## config.mk

```make
export PLATFORM = sky130hd
export DESIGN_NAME = ristretto_if_id_queue
export DESIGN_NICKNAME = d
export VERILOG_FILES = /design/src/rtl/ristretto_if_id_queue_pkg.sv /design/src/rtl/ristretto_sync_fifo.sv /design/src/rtl/ristretto_if_id_queue.sv
export SDC_FILE = /design/constraint.sdc
export NUM_CORES = 1
export LEC_CHECK = 0
export BUFFER_PORTS_ARGS = -buffer_cell sky130_fd_sc_hd__buf_4
export CAP_MARGIN = 10
export CORE_ASPECT_RATIO = 0.75
export CORE_MARGIN = 1.5
export CORE_UTILIZATION = 56
export CTS_CLUSTER_DIAMETER = 80
export DETAILED_ROUTE_END_ITERATION = 10
export PLACE_DENSITY = 0.85
export SLEW_MARGIN = 20
export SYNTH_ARGS = -nofsm -noshare
export SYNTH_HDL_FRONTEND = slang
export SYNTH_SLANG_ARGS = --single-unit
```

## constraint.sdc

```tcl
create_clock -name clk_i -period 15.2 [get_ports clk_i]
set_clock_uncertainty 0.05 [all_clocks]
set_input_delay 1.52 -clock clk_i [delete_from_list [all_inputs] [get_ports clk_i]]
set_output_delay 1.52 -clock clk_i [all_outputs]
set_load 0.05 [all_outputs]
```

## src/rtl/ristretto_if_id_queue_pkg.sv

```systemverilog
// ristretto_if_id_queue_pkg
//   Shared definitions for the IF/ID decoupling queue.
//   - NOP_INSTR      : word shown to decode while the queue is empty (addi x0,x0,0)
//   - if_id_entry_t  : {instr, pc, tag} triple at the core's default widths
//   - SQUASH_CNT_W   : width of the saturating squashed-entry counter
//   - squash_sat_add : saturating add used by the squash counter
package ristretto_if_id_queue_pkg;

    localparam int IF_ID_DATA_W = 32;
    localparam int IF_ID_ADDR_W = 32;

    localparam logic [IF_ID_DATA_W-1:0] NOP_INSTR = 32'h0000_0013;

    localparam int SQUASH_CNT_W = 8;
    localparam logic [31:0] SQUASH_CNT_MAX = (32'd1 << SQUASH_CNT_W) - 32'd1;

    typedef struct packed {
        logic [IF_ID_DATA_W-1:0] instr;
        logic [IF_ID_ADDR_W-1:0] pc;
        logic                    tag;
    } if_id_entry_t;

    // Adds inc to cnt and clamps at the counter's all-ones value.
    function automatic logic [SQUASH_CNT_W-1:0] squash_sat_add(
        input logic [SQUASH_CNT_W-1:0] cnt,
        input logic [31:0]             inc
    );
        logic [31:0] sum;
        sum = 32'(cnt) + inc;
        if (sum > SQUASH_CNT_MAX) begin
            return '1;
        end
        return sum[SQUASH_CNT_W-1:0];
    endfunction

endpackage

```

## src/rtl/ristretto_sync_fifo.sv

```systemverilog
// ristretto_sync_fifo
//   Circular-buffer FIFO with a separately tracked occupancy count so that
//   full and empty are unambiguous even though the pointers wrap naturally.
//   Writes become visible at the head one cycle after the push (no bypass).
// Ports:
//   clk_i, rstn_i : clock, asynchronous active-low reset
//   clr_i         : synchronous clear of pointers and count (has priority)
//   push_i/wdata_i: write an entry (caller guarantees space, or a pop this cycle)
//   pop_i         : drop the head entry (caller guarantees non-empty)
//   rdata_o       : head entry (undefined content while empty)
//   count_o       : occupancy, full_o / empty_o : status flags
module ristretto_sync_fifo #(
    parameter int Width = 65,
    parameter int Depth = 2
) (
    input  logic                     clk_i,
    input  logic                     rstn_i,
    input  logic                     clr_i,
    input  logic                     push_i,
    input  logic                     pop_i,
    input  logic [Width-1:0]         wdata_i,
    output logic [Width-1:0]         rdata_o,
    output logic [$clog2(Depth):0]   count_o,
    output logic                     full_o,
    output logic                     empty_o
);

    localparam int PtrW = $clog2(Depth);

    logic [PtrW-1:0]  rd_ptr_q, rd_ptr_d;
    logic [PtrW-1:0]  wr_ptr_q, wr_ptr_d;
    logic [PtrW:0]    count_q, count_d;
    logic [Width-1:0] mem_q [Depth];
    logic [Width-1:0] mem_d [Depth];

    always_comb begin
        rd_ptr_d = rd_ptr_q;
        wr_ptr_d = wr_ptr_q;
        count_d  = count_q;
        mem_d    = mem_q;
        if (clr_i) begin
            rd_ptr_d = '0;
            wr_ptr_d = '0;
            count_d  = '0;
        end else begin
            if (push_i) begin
                mem_d[wr_ptr_q] = wdata_i;
                wr_ptr_d        = wr_ptr_q + PtrW'(1);
            end
            if (pop_i) begin
                rd_ptr_d = rd_ptr_q + PtrW'(1);
            end
            // Simultaneous push and pop leaves the occupancy unchanged.
            case ({push_i, pop_i})
                2'b10:   count_d = count_q + (PtrW+1)'(1);
                2'b01:   count_d = count_q - (PtrW+1)'(1);
                default: count_d = count_q;
            endcase
        end
    end

    always_ff @(posedge clk_i or negedge rstn_i) begin
        if (!rstn_i) begin
            rd_ptr_q <= '0;
            wr_ptr_q <= '0;
            count_q  <= '0;
        end else begin
            rd_ptr_q <= rd_ptr_d;
            wr_ptr_q <= wr_ptr_d;
            count_q  <= count_d;
        end
    end

    // Storage carries data only; validity is governed by count_q.
    always_ff @(posedge clk_i) begin
        mem_q <= mem_d;
    end

    assign rdata_o = mem_q[rd_ptr_q];
    assign count_o = count_q;
    assign full_o  = (count_q == (PtrW+1)'(Depth));
    assign empty_o = (count_q == '0);

endmodule

```

## src/rtl/ristretto_if_id_queue.sv

```systemverilog
// ristretto_if_id_queue
//   Decoupling queue between instruction fetch and decode.
//   Captures {instr, pc, tag} on id_new_instr_i, presents the oldest entry to
//   decode with a valid/stall handshake, issues credit-based fetch-enable
//   pulses and squashes everything on a control or trap hazard.
// Ports:
//   clk_i, rstn_i                 : clock, asynchronous active-low reset
//   id_run_i, id_if_busy_i        : fetch permission / fetch stage busy
//   id_new_instr_i, id_instr_i,
//   id_pc_i, id_tag_i             : instruction delivered by fetch
//   id_ctrl_hazard_flag_i,
//   id_trap_hazard_flag_i         : flush requests
//   id_stall_i                    : decode cannot take the head this cycle
//   id_fetch_en_o                 : fetch-enable pulse to the fetch stage
//   id_valid_o, id_instr_o,
//   id_pc_o, id_tag_o             : head entry (NOP / 0 / 0 while empty)
//   id_count_o                    : occupancy
//   id_overflow_o                 : sticky push-while-full error
//   id_squash_cnt_o               : saturating count of discarded entries
module ristretto_if_id_queue
    import ristretto_if_id_queue_pkg::*;
#(
    parameter int                    DataWidth = 32,
    parameter int                    AddrWidth = 32,
    parameter int                    Depth     = 2,
    parameter logic [DataWidth-1:0]  NopInstr  = DataWidth'(NOP_INSTR)
) (
    input  logic                      clk_i,
    input  logic                      rstn_i,
    input  logic                      id_run_i,
    input  logic                      id_if_busy_i,
    input  logic                      id_new_instr_i,
    input  logic [DataWidth-1:0]      id_instr_i,
    input  logic [AddrWidth-1:0]      id_pc_i,
    input  logic                      id_tag_i,
    input  logic                      id_ctrl_hazard_flag_i,
    input  logic                      id_trap_hazard_flag_i,
    input  logic                      id_stall_i,
    output logic                      id_fetch_en_o,
    output logic                      id_valid_o,
    output logic [DataWidth-1:0]      id_instr_o,
    output logic [AddrWidth-1:0]      id_pc_o,
    output logic                      id_tag_o,
    output logic [$clog2(Depth):0]    id_count_o,
    output logic                      id_overflow_o,
    output logic [SQUASH_CNT_W-1:0]   id_squash_cnt_o
);

    localparam int CntW   = $clog2(Depth) + 1;
    localparam int EntryW = DataWidth + AddrWidth + 1;

    logic              flush;
    logic              pop;
    logic              push;
    logic              credit;
    logic              fetch_en;
    logic [EntryW-1:0] head_data;
    logic [CntW-1:0]   fifo_count;
    logic              fifo_full;
    logic              fifo_empty;

    logic                    outstanding_q, outstanding_d;
    logic                    overflow_q, overflow_d;
    logic [SQUASH_CNT_W-1:0] squash_cnt_q, squash_cnt_d;

    ristretto_sync_fifo #(
        .Width (EntryW),
        .Depth (Depth)
    ) u_fifo (
        .clk_i   (clk_i),
        .rstn_i  (rstn_i),
        .clr_i   (flush),
        .push_i  (push),
        .pop_i   (pop),
        .wdata_i ({id_instr_i, id_pc_i, id_tag_i}),
        .rdata_o (head_data),
        .count_o (fifo_count),
        .full_o  (fifo_full),
        .empty_o (fifo_empty)
    );

    always_comb begin
        flush = id_ctrl_hazard_flag_i | id_trap_hazard_flag_i;
        pop   = ~fifo_empty & ~id_stall_i & ~flush;
        // A pop frees the slot in the same cycle, so a full queue still accepts.
        push  = id_new_instr_i & ~flush & (~fifo_full | pop);

        // Credit depends on the pop only, never on a push arriving this cycle.
        credit = ~fifo_full | pop;
        // Gated by rstn_i so the pulse is low during reset, not only after it.
        fetch_en = rstn_i & id_run_i &
                   (flush | (~id_if_busy_i & ~outstanding_q & credit));

        // Clear first, then set: a strobe coinciding with a new request
        // leaves the flag tracking the new request.
        outstanding_d = outstanding_q;
        if (id_new_instr_i | flush) begin
            outstanding_d = 1'b0;
        end
        if (fetch_en & ~flush) begin
            outstanding_d = 1'b1;
        end

        overflow_d = overflow_q |
                     (id_new_instr_i & ~flush & fifo_full & ~pop);

        squash_cnt_d = squash_cnt_q;
        if (flush) begin
            squash_cnt_d = squash_sat_add(squash_cnt_q,
                                          32'(fifo_count) + 32'(id_new_instr_i));
        end
    end

    always_ff @(posedge clk_i or negedge rstn_i) begin
        if (!rstn_i) begin
            outstanding_q <= 1'b0;
            overflow_q    <= 1'b0;
            squash_cnt_q  <= '0;
        end else begin
            outstanding_q <= outstanding_d;
            overflow_q    <= overflow_d;
            squash_cnt_q  <= squash_cnt_d;
        end
    end

    // During a flush cycle the pre-flush head is still shown; decode
    // ignores it because it sees the hazard flags itself.
    assign id_valid_o      = ~fifo_empty;
    assign id_instr_o      = fifo_empty ? NopInstr : head_data[EntryW-1 -: DataWidth];
    assign id_pc_o         = fifo_empty ? '0 : head_data[AddrWidth:1];
    assign id_tag_o        = fifo_empty ? 1'b0 : head_data[0];
    assign id_count_o      = fifo_count;
    assign id_fetch_en_o   = fetch_en;
    assign id_overflow_o   = overflow_q;
    assign id_squash_cnt_o = squash_cnt_q;

endmodule
```

==> metrics.txt, run 1 <==
# TYPE chip_impl_metric gauge
chip_impl_metric{name="clock_insertion_delay_worst_skew",unit="ns"} 0.41
chip_impl_info{name="cp_cell_sequence",value="buf_4 > and3b_1 > or3_2 > a21oi_1 > buf_4"} 1
chip_impl_metric{name="postCtsHoldBufs",unit=""} 0
chip_impl_metric{name="die_area",unit="sq um"} 10800
chip_impl_metric{name="powerDensity",unit="nW/um^2"} 135
chip_impl_metric{name="critPathRequiredTime",unit="ns"} 13.63
chip_impl_metric{name="number_of_global_route_vias_before_repair",unit=""} 3679
chip_impl_info{name="synth.cells.most_frequent",value="edfxtp_1 (130), nor2_1 (69), mux2i_1 (66)"} 1
chip_impl_metric{name="fraction_of_the_yosys_area_taken_by_sequential_cells",unit=""} 0.746
chip_impl_metric{name="h-tree-depth",unit=""} 4
chip_impl_info{name="synth_largest_area_cell",value="edfxtp_1"} 1
chip_impl_metric{name="yosysWarnings",unit=""} 0
chip_impl_info{name="hold_path.startpoint",value="id_overflow_o$_DFF_PN0_"} 1
chip_impl_metric{name="fp.dieW",unit="um"} 120
chip_impl_info{name="synthTopCellsByArea",value="edfxtp_1 (68%), mux2i_1 (12%), dfrtp_1 (6.1%)"} 1
chip_impl_info{name="worst_path_most_repeated_cell",value="buf_4"} 1
chip_impl_metric{name="globalRoute.totalOverflow",unit=""} 0
chip_impl_metric{name="net_count_synth",unit=""} 445
chip_impl_metric{name="drc",unit=""} 0
chip_impl_metric{name="tritonroute_pass_1_iters",unit=""} 5
chip_impl_metric{name="finalCoreUtilization",unit=""} 0.772
chip_impl_metric{name="maxSlewViolCount",unit=""} 0
chip_impl_info{name="min_path_type",value="reg2reg"} 1
chip_impl_metric{name="tightestPinTransition",unit="ns"} 0.875
chip_impl_metric{name="peakVddDrop",unit="V"} 0.000144
chip_impl_info{name="most_numerous_cell_in_the_yosys_netlist",value="edfxtp_1"} 1
chip_impl_metric{name="setup_viol_count_final",unit=""} 0
chip_impl_metric{name="drv_cap",unit=""} 0
chip_impl_metric{name="io_buffers",unit=""} 150
chip_impl_info{name="critPathSlowestCell",value="or3_2"} 1
chip_impl_metric{name="power.leakage",unit="nW"} 2.80
chip_impl_metric{name="start_util",unit=""} 0.584
chip_impl_info{name="cpLargestDelayFamily",value="simple AND/OR/NAND/NOR gates"} 1
chip_impl_metric{name="detail_route.wirelength",unit="mm"} 11.7
chip_impl_metric{name="number_of_antenna_violations_at_the_first_check_in_global_routing",unit=""} 0
chip_impl_metric{name="cts_resized",unit=""} 0
chip_impl_metric{name="multi_input_comb_area",unit="sq um"} 1330
chip_impl_metric{name="period_share",unit=""} 0.281
chip_impl_metric{name="cts_max_path_buffers",unit=""} 2
chip_impl_metric{name="syn_area",unit="sq um"} 5700
chip_impl_metric{name="holdPathStages",unit=""} 1
chip_impl_metric{name="max_freq",unit="MHz"} 234
chip_impl_info{name="critPathKind",value="in2out"} 1
chip_impl_metric{name="ant_nets",unit=""} 0
chip_impl_metric{name="clk_pin_slew",unit="ns"} 0.06
chip_impl_metric{name="synth_top_area_share",unit=""} 0.684
chip_impl_metric{name="num-nets-final",unit=""} 598
chip_impl_metric{name="detailed_place.area",unit="sq um"} 6940
chip_impl_metric{name="place.gp.congestion",unit=""} 0.873
chip_impl_metric{name="clock-sinks",unit=""} 144
chip_impl_metric{name="cts_setup_buffers",unit=""} 0
chip_impl_metric{name="antennaDiodeCount",unit=""} 0
chip_impl_info{name="min_to",value="id_overflow_o$_DFF_PN0_"} 1
chip_impl_metric{name="asyncSetResetFlopFracSynth",unit=""} 0.0972
chip_impl_info{name="rsz_0062_raised_after_global_routing",value="false"} 1
chip_impl_metric{name="synthesis.area_per_instance",unit="sq um"} 15.5
chip_impl_metric{name="maxSlewHeadroom",unit=""} 0.417
chip_impl_metric{name="share_of_final_layout_standard_cells_stronger_than_drive_strength_1",unit=""} 0.363
chip_impl_metric{name="layout.cell_area.non_filler",unit="sq um"} 7550
chip_impl_metric{name="synth_edf_count",unit=""} 130
chip_impl_info{name="setup.worst_path.start_class",value="primary input"} 1
chip_impl_metric{name="cp_data_arrival_time",unit="ns"} 2.70
chip_impl_metric{name="worst-r2r-cell-count",unit=""} 3
chip_impl_metric{name="grt_start_max_net_pins",unit=""} 68
chip_impl_metric{name="hold_ws",unit="ns"} 0.431
chip_impl_info{name="crit_path_end_kind",value="output port"} 1
chip_impl_metric{name="timing.setup.tns",unit="ns"} 0
chip_impl_metric{name="hold_viol",unit=""} 0
chip_impl_metric{name="ys_seq_elements",unit=""} 144
chip_impl_info{name="tritoncts",value="yes"} 1
chip_impl_metric{name="coreArea",unit="sq um"} 9770
chip_impl_metric{name="drt_via_density",unit=""} 5.39
chip_impl_metric{name="seq_area",unit="sq um"} 4260
chip_impl_metric{name="dp.final_hpwl",unit="mm"} 7.39
chip_impl_metric{name="layout.filler_cells",unit=""} 593
chip_impl_metric{name="area_growth_syn_to_layout",unit="%"} 32.4
chip_impl_metric{name="cp_max_fo",unit=""} 8
chip_impl_info{name="r2r-end",value="u_fifo.mem_q[26]$_DFFE_PP_"} 1
chip_impl_metric{name="cts_inserted_buffers",unit=""} 17
chip_impl_info{name="regToRegStartpoint",value="u_fifo.count_o[1]$_DFFE_PN0P_"} 1
chip_impl_metric{name="yosysUniqueCellTypes",unit=""} 35
chip_impl_info{name="cts-root-buf",value="clkbuf_16"} 1
chip_impl_metric{name="grt.total_usage",unit=""} 0.227
chip_impl_metric{name="ios",unit=""} 151
chip_impl_metric{name="detailedRoute.firstIterationViolations",unit=""} 249
chip_impl_metric{name="rrSetupSlack",unit="ns"} 13.06
chip_impl_metric{name="std_cell_rows",unit=""} 31
chip_impl_metric{name="timing.final.crit_period",unit="ns"} 4.27
chip_impl_metric{name="grt_first_pass_wirelength",unit="mm"} 18.5
chip_impl_metric{name="die-height",unit="um"} 90.4
chip_impl_info{name="predominant_post_synthesis_flop_cell",value="edfxtp_1"} 1
chip_impl_info{name="status",value="finished clean"} 1
chip_impl_metric{name="via_count",unit=""} 3592
chip_impl_metric{name="max_stage_delay",unit="ns"} 0.44
chip_impl_metric{name="avgRoutedWirePerCell",unit="um"} 17.5
chip_impl_metric{name="critPathBufInv",unit=""} 2
chip_impl_metric{name="synthCells",unit=""} 369
cell families (layout without fill, tap and decap cells):
group | after synthesis | after routing | synth area share
AO/OA/AOI/OAI | 29 | 29 | 0.0312
XOR/XNOR | 1 | 1 | 0.00154
adder cells (fa/ha/maj) | 3 | 3 | 0.00921
buffers and inverters | 29 | 195 | 0.0235
flip-flops | 144 | 144 | 0.746
multiplexers | 67 | 67 | 0.118
AND/OR/NAND/NOR | 96 | 96 | 0.0711
how the worst max path moves through the flow:
stage / start / endpoint / slack, ns / cells past startpoint
2_1_floorplan: id_trap_hazard_flag_i / u_fifo.mem_q[0]$_DFFE_PP_ / 7.93 / 3
3_3_place_gp: id_stall_i / id_fetch_en_o / 10.97 / 5
3_5_place_dp: id_stall_i / id_fetch_en_o / 10.93 / 5
4_1_cts: id_stall_i / id_fetch_en_o / 10.93 / 5
5_1_grt: id_stall_i / id_fetch_en_o / 10.89 / 5
6_report: id_stall_i / id_fetch_en_o / 10.93 / 5
sequential cells by signal, summed over array words and instances (netlist names):
| name | flops |
|---|---|
| u_fifo.mem_q | 130 |
| u_fifo.wr_ptr_q | 1 |
| u_fifo.rd_ptr_q | 1 |
| id_squash_cnt_o | 8 |
| u_fifo.count_o | 2 |
| outstanding_q | 1 |
| id_overflow_o | 1 |
layout make-up:
class / instances / area share
sequential: 144 / 0.564
multi-input combinational: 196 / 0.177
timing repair buffer: 154 / 0.156
clock buffer: 21 / 0.0597
tap: 132 / 0.0219
clock inverter: 11 / 0.0176
inverter: 9 / 0.00447
through the flow:
step / setup WS, ns / total power, mW / std cells
after floorplan: 7.93 / 0.568 / 369
after global placement: 10.97 / 0.619 / 634
after detailed placement: 10.93 / 0.625 / 634
after CTS: 10.93 / 1.03 / 666
after global routing: 10.89 / 1.06 / 667
final: 10.93 / 1.02 / 667
routing by layer:
metal / GRT usage / up-vias / routed length [um]
li1: - / 1664 / -
met1: 0.292 / 1755 / 4960
met2: 0.375 / 157 / 5770
met3: 0.0593 / 16 / 764
met4: 0.0833 / 0 / 195
met5: 0 / - / 0
worst reg2reg max path, delay by kind of cell, from the launching register on:
family	cells	cell delay, ns
AND/OR/NAND/NOR	2	0.51
buffers and inverters	1	0.68
flip-flops	1	0.48
where the power goes:
group	internal (mW)	switching, mW	total [mW]
Sequential	0.449	0.0182	0.468
Combinational	0.0513	0.0996	0.151
Clock	0.248	0.155	0.403
Total	0.748	0.273	1.02
cell usage in the layout, fill, tap and decap left out, types with 2 or more instances in the layout:
cell        instances
nor2_1             68
buf_4             153
bufinv_16           2
dfrtp_1            13
fa_1                2
clkbuf_1            3
inv_6               3
clkinvlp_4          5
o21ai_0             8
a21oi_1            10
or3_2               3
a31oi_1             3
nor3_1              3
edfxtp_1          130
inv_1               9
mux2i_1            66
nand2_1            10
clkbuf_16          17
nand3_1             2
Note: power is estimated with default switching activity, not from simulation.
==> run 2, diff against run 1 <==
CORE_UTILIZATION = 47   (was 56)
PLACE_DENSITY = 0.76   (was 0.85)
clock period = 3.7 ns   (was 15.2 ns; I/O delays follow)
==> metrics.txt, run 2 (same netlist as run 1, synthesis figures left out) <==
# TYPE chip_impl_metric gauge
chip_impl_metric{name="layout.cell_area.non_filler",unit="sq um"} 7680
chip_impl_metric{name="clock_insertion_delay_worst_skew",unit="ns"} 0.41
chip_impl_info{name="r2r-end",value="u_fifo.mem_q[129]$_DFFE_PP_"} 1
chip_impl_metric{name="cp_data_arrival_time",unit="ns"} 2.11
chip_impl_metric{name="detailed_place.area",unit="sq um"} 7040
chip_impl_metric{name="total_power",unit="mW"} 4.28
chip_impl_metric{name="grt.total_usage",unit=""} 0.188
chip_impl_metric{name="ios",unit=""} 151
chip_impl_metric{name="setup_viol_count_final",unit=""} 0
chip_impl_info{name="timing.critical_path.from",value="u_fifo.rd_ptr_q$_DFFE_PN0P_"} 1
chip_impl_info{name="crit_path_end_kind",value="output port"} 1
chip_impl_metric{name="globalRoute.totalOverflow",unit=""} 0
chip_impl_metric{name="max_freq",unit="MHz"} 396
chip_impl_info{name="regToRegStartpoint",value="u_fifo.count_o[1]$_DFFE_PN0P_"} 1
chip_impl_metric{name="die-height",unit="um"} 98.4
chip_impl_metric{name="cts_resized",unit=""} 0
chip_impl_metric{name="peakVddDrop",unit="V"} 0.000345
chip_impl_metric{name="h-tree-depth",unit=""} 4
chip_impl_metric{name="maxSlewViolCount",unit=""} 0
chip_impl_metric{name="worst-r2r-cell-count",unit=""} 3
chip_impl_metric{name="cts_inserted_buffers",unit=""} 17
chip_impl_metric{name="drt_via_density",unit=""} 5.06
chip_impl_metric{name="start_util",unit=""} 0.488
chip_impl_metric{name="via_count",unit=""} 3547
chip_impl_metric{name="timing.final.crit_period",unit="ns"} 2.53
chip_impl_metric{name="postCtsHoldBufs",unit=""} 1
chip_impl_metric{name="detail_route.wirelength",unit="mm"} 11.7
chip_impl_metric{name="grt_start_max_net_pins",unit=""} 68
chip_impl_metric{name="power.leakage",unit="nW"} 2.84
chip_impl_metric{name="place.gp.congestion",unit=""} 0.784
chip_impl_metric{name="flip_flop_count_of_the_largest_register_all_copies_and_words_added",unit=""} 130
chip_impl_info{name="cts-root-buf",value="clkbuf_16"} 1
chip_impl_metric{name="area_growth_syn_to_layout",unit="%"} 34.6
chip_impl_metric{name="clk_pin_slew",unit="ns"} 0.06
chip_impl_metric{name="dp.final_hpwl",unit="mm"} 7.83
chip_impl_metric{name="clock-sinks",unit=""} 144
chip_impl_metric{name="hold_viol",unit=""} 0
chip_impl_metric{name="io_buffers",unit=""} 150
chip_impl_metric{name="drc",unit=""} 0
chip_impl_metric{name="cp_max_fo",unit=""} 34
chip_impl_metric{name="maxSlewHeadroom",unit=""} 0.448
chip_impl_info{name="setup.worst_path.start_class",value="flip-flop"} 1
chip_impl_info{name="status",value="finished clean"} 1
chip_impl_metric{name="fp.dieW",unit="um"} 130
chip_impl_metric{name="detailedRoute.firstIterationViolations",unit=""} 267
chip_impl_metric{name="avgRoutedWirePerCell",unit="um"} 16.7
chip_impl_info{name="layout.cells.most_common",value="buf_4"} 1
chip_impl_metric{name="tightestPinTransition",unit="ns"} 0.826
chip_impl_info{name="mostFrequentLayoutCells",value="buf_4 (154), edfxtp_1 (130), nor2_1 (68)"} 1
chip_impl_metric{name="die_area",unit="sq um"} 12800
chip_impl_metric{name="cts_max_path_buffers",unit=""} 2
chip_impl_metric{name="timing.setup.tns",unit="ns"} 0
chip_impl_metric{name="antennaDiodeCount",unit=""} 0
chip_impl_info{name="min_path_type",value="in2reg"} 1
chip_impl_metric{name="powerDensity",unit="nW/um^2"} 558
chip_impl_metric{name="cts_setup_buffers",unit=""} 0
chip_impl_info{name="critPathCapture",value="id_instr_o[13]"} 1
chip_impl_metric{name="tritonroute_pass_1_iters",unit=""} 4
chip_impl_metric{name="ant_nets",unit=""} 0
chip_impl_metric{name="num-nets-final",unit=""} 602
chip_impl_metric{name="period_share",unit=""} 0.683
chip_impl_info{name="rsz_0062_raised_after_global_routing",value="false"} 1
chip_impl_info{name="regMostFlops",value="u_fifo.mem_q"} 1
chip_impl_info{name="tritoncts",value="yes"} 1
chip_impl_metric{name="drv_cap",unit=""} 0
chip_impl_metric{name="std_cell_rows",unit=""} 34
chip_impl_info{name="critPathKind",value="reg2out"} 1
chip_impl_metric{name="number_of_antenna_violations_at_the_first_check_in_global_routing",unit=""} 0
chip_impl_metric{name="coreArea",unit="sq um"} 11700
chip_impl_metric{name="rrSetupSlack",unit="ns"} 1.50
chip_impl_metric{name="critPathRequiredTime",unit="ns"} 3.28
chip_impl_metric{name="number_of_global_route_vias_before_repair",unit=""} 3582
chip_impl_metric{name="share_of_final_layout_standard_cells_stronger_than_drive_strength_1",unit=""} 0.369
chip_impl_metric{name="grt_first_pass_wirelength",unit="mm"} 17.9
chip_impl_metric{name="finalCoreUtilization",unit=""} 0.656
## run 2: power by group
part	internal [mW]	switching (mW)	total [mW]
combinational	0.216	0.409	0.625
clock	1.07	0.671	1.74
sequential	1.85	0.0689	1.91
total	3.13	1.15	4.28
## run 2: worst min path at each step
stage	slack, ns	endpoint	start	depth (start not counted)
4_1_cts	0.07	u_fifo.mem_q[70]$_DFFE_PP_	id_pc_i[4]	1
2_1_floorplan	0.02	id_overflow_o$_DFF_PN0_	rstn_i	0
3_3_place_gp	0.18	id_squash_cnt_o[4]$_DFFE_PN0N_	rstn_i	1
6_report	0.09	u_fifo.mem_q[19]$_DFFE_PP_	id_pc_i[18]	1
3_5_place_dp	0.19	id_squash_cnt_o[7]$_DFFE_PN0N_	rstn_i	1
5_1_grt	0.07	u_fifo.mem_q[124]$_DFFE_PP_	id_instr_i[26]	1
## run 2: final cells by class
cell class                      instances  area (sq um)
Tap cell                              162           203
Multi-Input combinational cell        196          1350
Clock buffer                           18           429
Sequential cell                       144          4260
Timing Repair Buffer                  158          1230
Inverter                                9          33.8
Fill cell                             867          4020
Clock inverter                         14           181
## run 2: critical path, stage by stage, from the launching register on
cell and delay [ns]:
dfrtp_4 0.81, buf_12 0.32, mux2i_1 0.26, nor2_1 0.07
buf_4 0.19
## run 2: per-layer routing
layer  up-vias  global-route usage  share of wire
met5         -                   0              0
met4         0              0.0855          0.018
met3        20              0.0499          0.066
met2       139               0.299           0.48
met1      1705               0.242           0.44
li1       1683                   -              -
## run 2: per-stage QoR
step	setup WS, ns	hold WS [ns]	instances
6_report	1.17	0.0899	701
5_1_grt	1.02	0.0727	701
4_1_cts	0.999	0.0707	700
3_5_place_dp	1.29	0.190	667
3_3_place_gp	1.38	0.181	667
2_1_floorplan	-0.428	0.0244	369
==> run 3, diff against run 2 <==
clock period = 2.15 ns   (was 3.7 ns; I/O delays follow)
==> metrics.txt, run 3 (same netlist as run 1, synthesis figures left out) <==
# TYPE chip_impl_metric gauge
chip_impl_metric{name="max_stage_delay",unit="ns"} 0.60
chip_impl_metric{name="grt.total_usage",unit=""} 0.209
chip_impl_info{name="cp_cell_sequence",value="buf_4 > mux2i_1 > nor2_1 > buf_4"} 1
chip_impl_metric{name="detailed_place.area",unit="sq um"} 7160
chip_impl_info{name="timing.critical_path.from",value="u_fifo.rd_ptr_q$_DFFE_PN0P_"} 1
chip_impl_metric{name="num-nets-final",unit=""} 675
chip_impl_metric{name="sw_share",unit=""} 0.255
chip_impl_metric{name="globalRoute.totalOverflow",unit=""} 0
chip_impl_metric{name="detailedRoute.firstIterationViolations",unit=""} 212
chip_impl_metric{name="maxSlewHeadroom",unit=""} 0.693
chip_impl_metric{name="hold_viol",unit=""} 0
chip_impl_metric{name="clock_insertion_delay_worst_skew",unit="ns"} 0.41
chip_impl_info{name="layout.cells.most_common",value="buf_4"} 1
chip_impl_metric{name="drv_cap",unit=""} 0
chip_impl_info{name="critPathSlowestCell",value="dfrtp_4"} 1
chip_impl_metric{name="cp_data_arrival_time",unit="ns"} 1.78
chip_impl_metric{name="detail_route.wirelength",unit="mm"} 12.9
chip_impl_metric{name="tritonroute_pass_1_iters",unit=""} 4
chip_impl_metric{name="p_int",unit="mW"} 5.74
chip_impl_metric{name="timing.final.crit_period",unit="ns"} 2.05
chip_impl_metric{name="worst-r2r-cell-count",unit=""} 5
chip_impl_metric{name="maxSlewViolCount",unit=""} 0
chip_impl_info{name="regToRegStartpoint",value="u_fifo.count_o[1]$_DFFE_PN0P_"} 1
chip_impl_info{name="cts-root-buf",value="clkbuf_16"} 1
chip_impl_metric{name="layout.cell_area.non_filler",unit="sq um"} 8510
chip_impl_info{name="setup.worst_path.start_class",value="flip-flop"} 1
chip_impl_info{name="min_path_type",value="in2reg"} 1
chip_impl_metric{name="cp_max_fo",unit=""} 13
chip_impl_metric{name="peakVddDrop",unit="V"} 0.000634
chip_impl_metric{name="fp.dieW",unit="um"} 130
chip_impl_metric{name="h-tree-depth",unit=""} 4
chip_impl_metric{name="layout.filler_cells",unit=""} 741
chip_impl_metric{name="area_growth_syn_to_layout",unit="%"} 49.2
chip_impl_metric{name="cts_max_path_buffers",unit=""} 2
chip_impl_metric{name="total_power",unit="mW"} 7.70
chip_impl_metric{name="die-height",unit="um"} 98.4
chip_impl_metric{name="critPathRequiredTime",unit="ns"} 1.88
chip_impl_metric{name="clk_pin_slew",unit="ns"} 0.06
chip_impl_metric{name="ant_nets",unit=""} 0
chip_impl_metric{name="share_of_final_layout_standard_cells_stronger_than_drive_strength_1",unit=""} 0.343
chip_impl_metric{name="grt_start_max_net_pins",unit=""} 66
chip_impl_metric{name="pwr-share-seq",unit=""} 0.428
chip_impl_metric{name="avgRoutedWirePerCell",unit="um"} 16.7
chip_impl_metric{name="cts_inserted_buffers",unit=""} 17
chip_impl_info{name="regMostFlops",value="u_fifo.mem_q"} 1
chip_impl_metric{name="rrSetupSlack",unit="ns"} 0.14
chip_impl_metric{name="antennaDiodeCount",unit=""} 0
chip_impl_metric{name="ios",unit=""} 151
chip_impl_metric{name="pwr-share-comb",unit=""} 0.154
chip_impl_info{name="status",value="finished clean"} 1
chip_impl_metric{name="switch_pwr",unit="mW"} 1.97
chip_impl_metric{name="pwr-share-clk",unit=""} 0.418
chip_impl_metric{name="via_count",unit=""} 3820
chip_impl_metric{name="drc",unit=""} 0
chip_impl_metric{name="drt_via_density",unit=""} 4.94
chip_impl_metric{name="start_util",unit=""} 0.488
chip_impl_info{name="worst_path_most_repeated_cell",value="buf_4"} 1
chip_impl_metric{name="max_freq",unit="MHz"} 488
chip_impl_info{name="critPathCapture",value="id_pc_o[18]"} 1
chip_impl_metric{name="number_of_antenna_violations_at_the_first_check_in_global_routing",unit=""} 0
chip_impl_info{name="tritoncts",value="yes"} 1
chip_impl_metric{name="dp.final_hpwl",unit="mm"} 7.88
chip_impl_metric{name="flip_flop_count_of_the_largest_register_all_copies_and_words_added",unit=""} 130
chip_impl_metric{name="setup_viol_count_final",unit=""} 0
chip_impl_info{name="critPathKind",value="reg2out"} 1
chip_impl_metric{name="power.leakage",unit="nW"} 3.20
chip_impl_metric{name="die_area",unit="sq um"} 12800
chip_impl_metric{name="tightestPinTransition",unit="ns"} 0.455
chip_impl_info{name="mostFrequentLayoutCells",value="buf_4 (155), edfxtp_1 (130), nor2_1 (68)"} 1
chip_impl_metric{name="std_cell_rows",unit=""} 34
chip_impl_metric{name="clock-sinks",unit=""} 144
chip_impl_metric{name="number_of_global_route_vias_before_repair",unit=""} 4013
chip_impl_metric{name="finalCoreUtilization",unit=""} 0.728
chip_impl_metric{name="place.gp.congestion",unit=""} 0.809
chip_impl_metric{name="period_share",unit=""} 0.952
chip_impl_info{name="r2r-end",value="u_fifo.mem_q[49]$_DFFE_PP_"} 1
chip_impl_info{name="rsz_0062_raised_after_global_routing",value="false"} 1
chip_impl_metric{name="io_buffers",unit=""} 150
chip_impl_metric{name="coreArea",unit="sq um"} 11700
chip_impl_metric{name="grt_first_pass_wirelength",unit="mm"} 19.8
chip_impl_metric{name="powerDensity",unit="nW/um^2"} 905
chip_impl_info{name="crit_path_end_kind",value="output port"} 1
[run 3: area by class of cell]
type / instances / area, sq um / share of cell area
clock buffers: 20 / 447 / 0.0525
clock inverters: 12 / 206 / 0.0243
inverters: 9 / 33.8 / 0.00397
multi-input cells: 196 / 1360 / 0.159
flip-flops and latches: 144 / 4260 / 0.501
well taps: 162 / 203 / 0.0238
repair buffers: 231 / 2010 / 0.236
[run 3: worst min-delay path by stage]
stage	startpoint	endpoint	slack [ns]	cells after the start
floorplan	rstn_i	id_overflow_o$_DFF_PN0_	-0.13	0
global placement	rstn_i	id_squash_cnt_o[5]$_DFFE_PN0N_	0.03	1
detailed placement	rstn_i	id_squash_cnt_o[4]$_DFFE_PN0N_	0.04	1
CTS	id_if_busy_i	outstanding_q$_DFFE_PN0P_	0.0009	3
global route	id_if_busy_i	outstanding_q$_DFFE_PN0P_	0.03	3
finish	id_if_busy_i	outstanding_q$_DFFE_PN0P_	0.04	3
[run 3: what timing repair did]
action	4_1_cts	5_1_grt
resized for setup	1	2
buffers inserted	2	1
hold buffers	66	0
endpoints found under the hold margin	144	0
pin swaps	1	2
endpoints found under the setup margin	12	1
[run 3: routing by layer]
layer	share of wire	global-route usage	up-vias
met1	0.42	0.254	1842
li1	-	-	1826
met4	0.013	0.0752	0
met2	0.50	0.355	136
met5	0	0	-
met3	0.064	0.0614	16
[run 3: metrics by stage]
stage               cells  TNS (ns)  setup WS, ns  hold slack [ns]
floorplan             369   -111.29        -0.897           -0.131
global placement      673         0         0.340           0.0323
detailed placement    673         0         0.293           0.0354
CTS                   773         0       0.00224         0.000852
global route          774         0       0.00657           0.0329
finish                774         0         0.102           0.0428
[run 3: power groups by stage]
stage               clock network [mW]  registers, mW  logic, mW
floorplan                            0           3.55      0.465
global placement                     0           3.35       1.06
detailed placement                   0           3.35       1.08
CTS                               3.26           3.29       1.18
global route                      3.38           3.31       1.26
finish                            3.22           3.30       1.19
[run 3: critical path: cells and delay by family (launching register included)]
family                 cells  cell delay, ns
flip-flops                 1            0.60
buffers and inverters      2            0.46
multiplexers               1            0.23
AND/OR/NAND/NOR            1            0.07
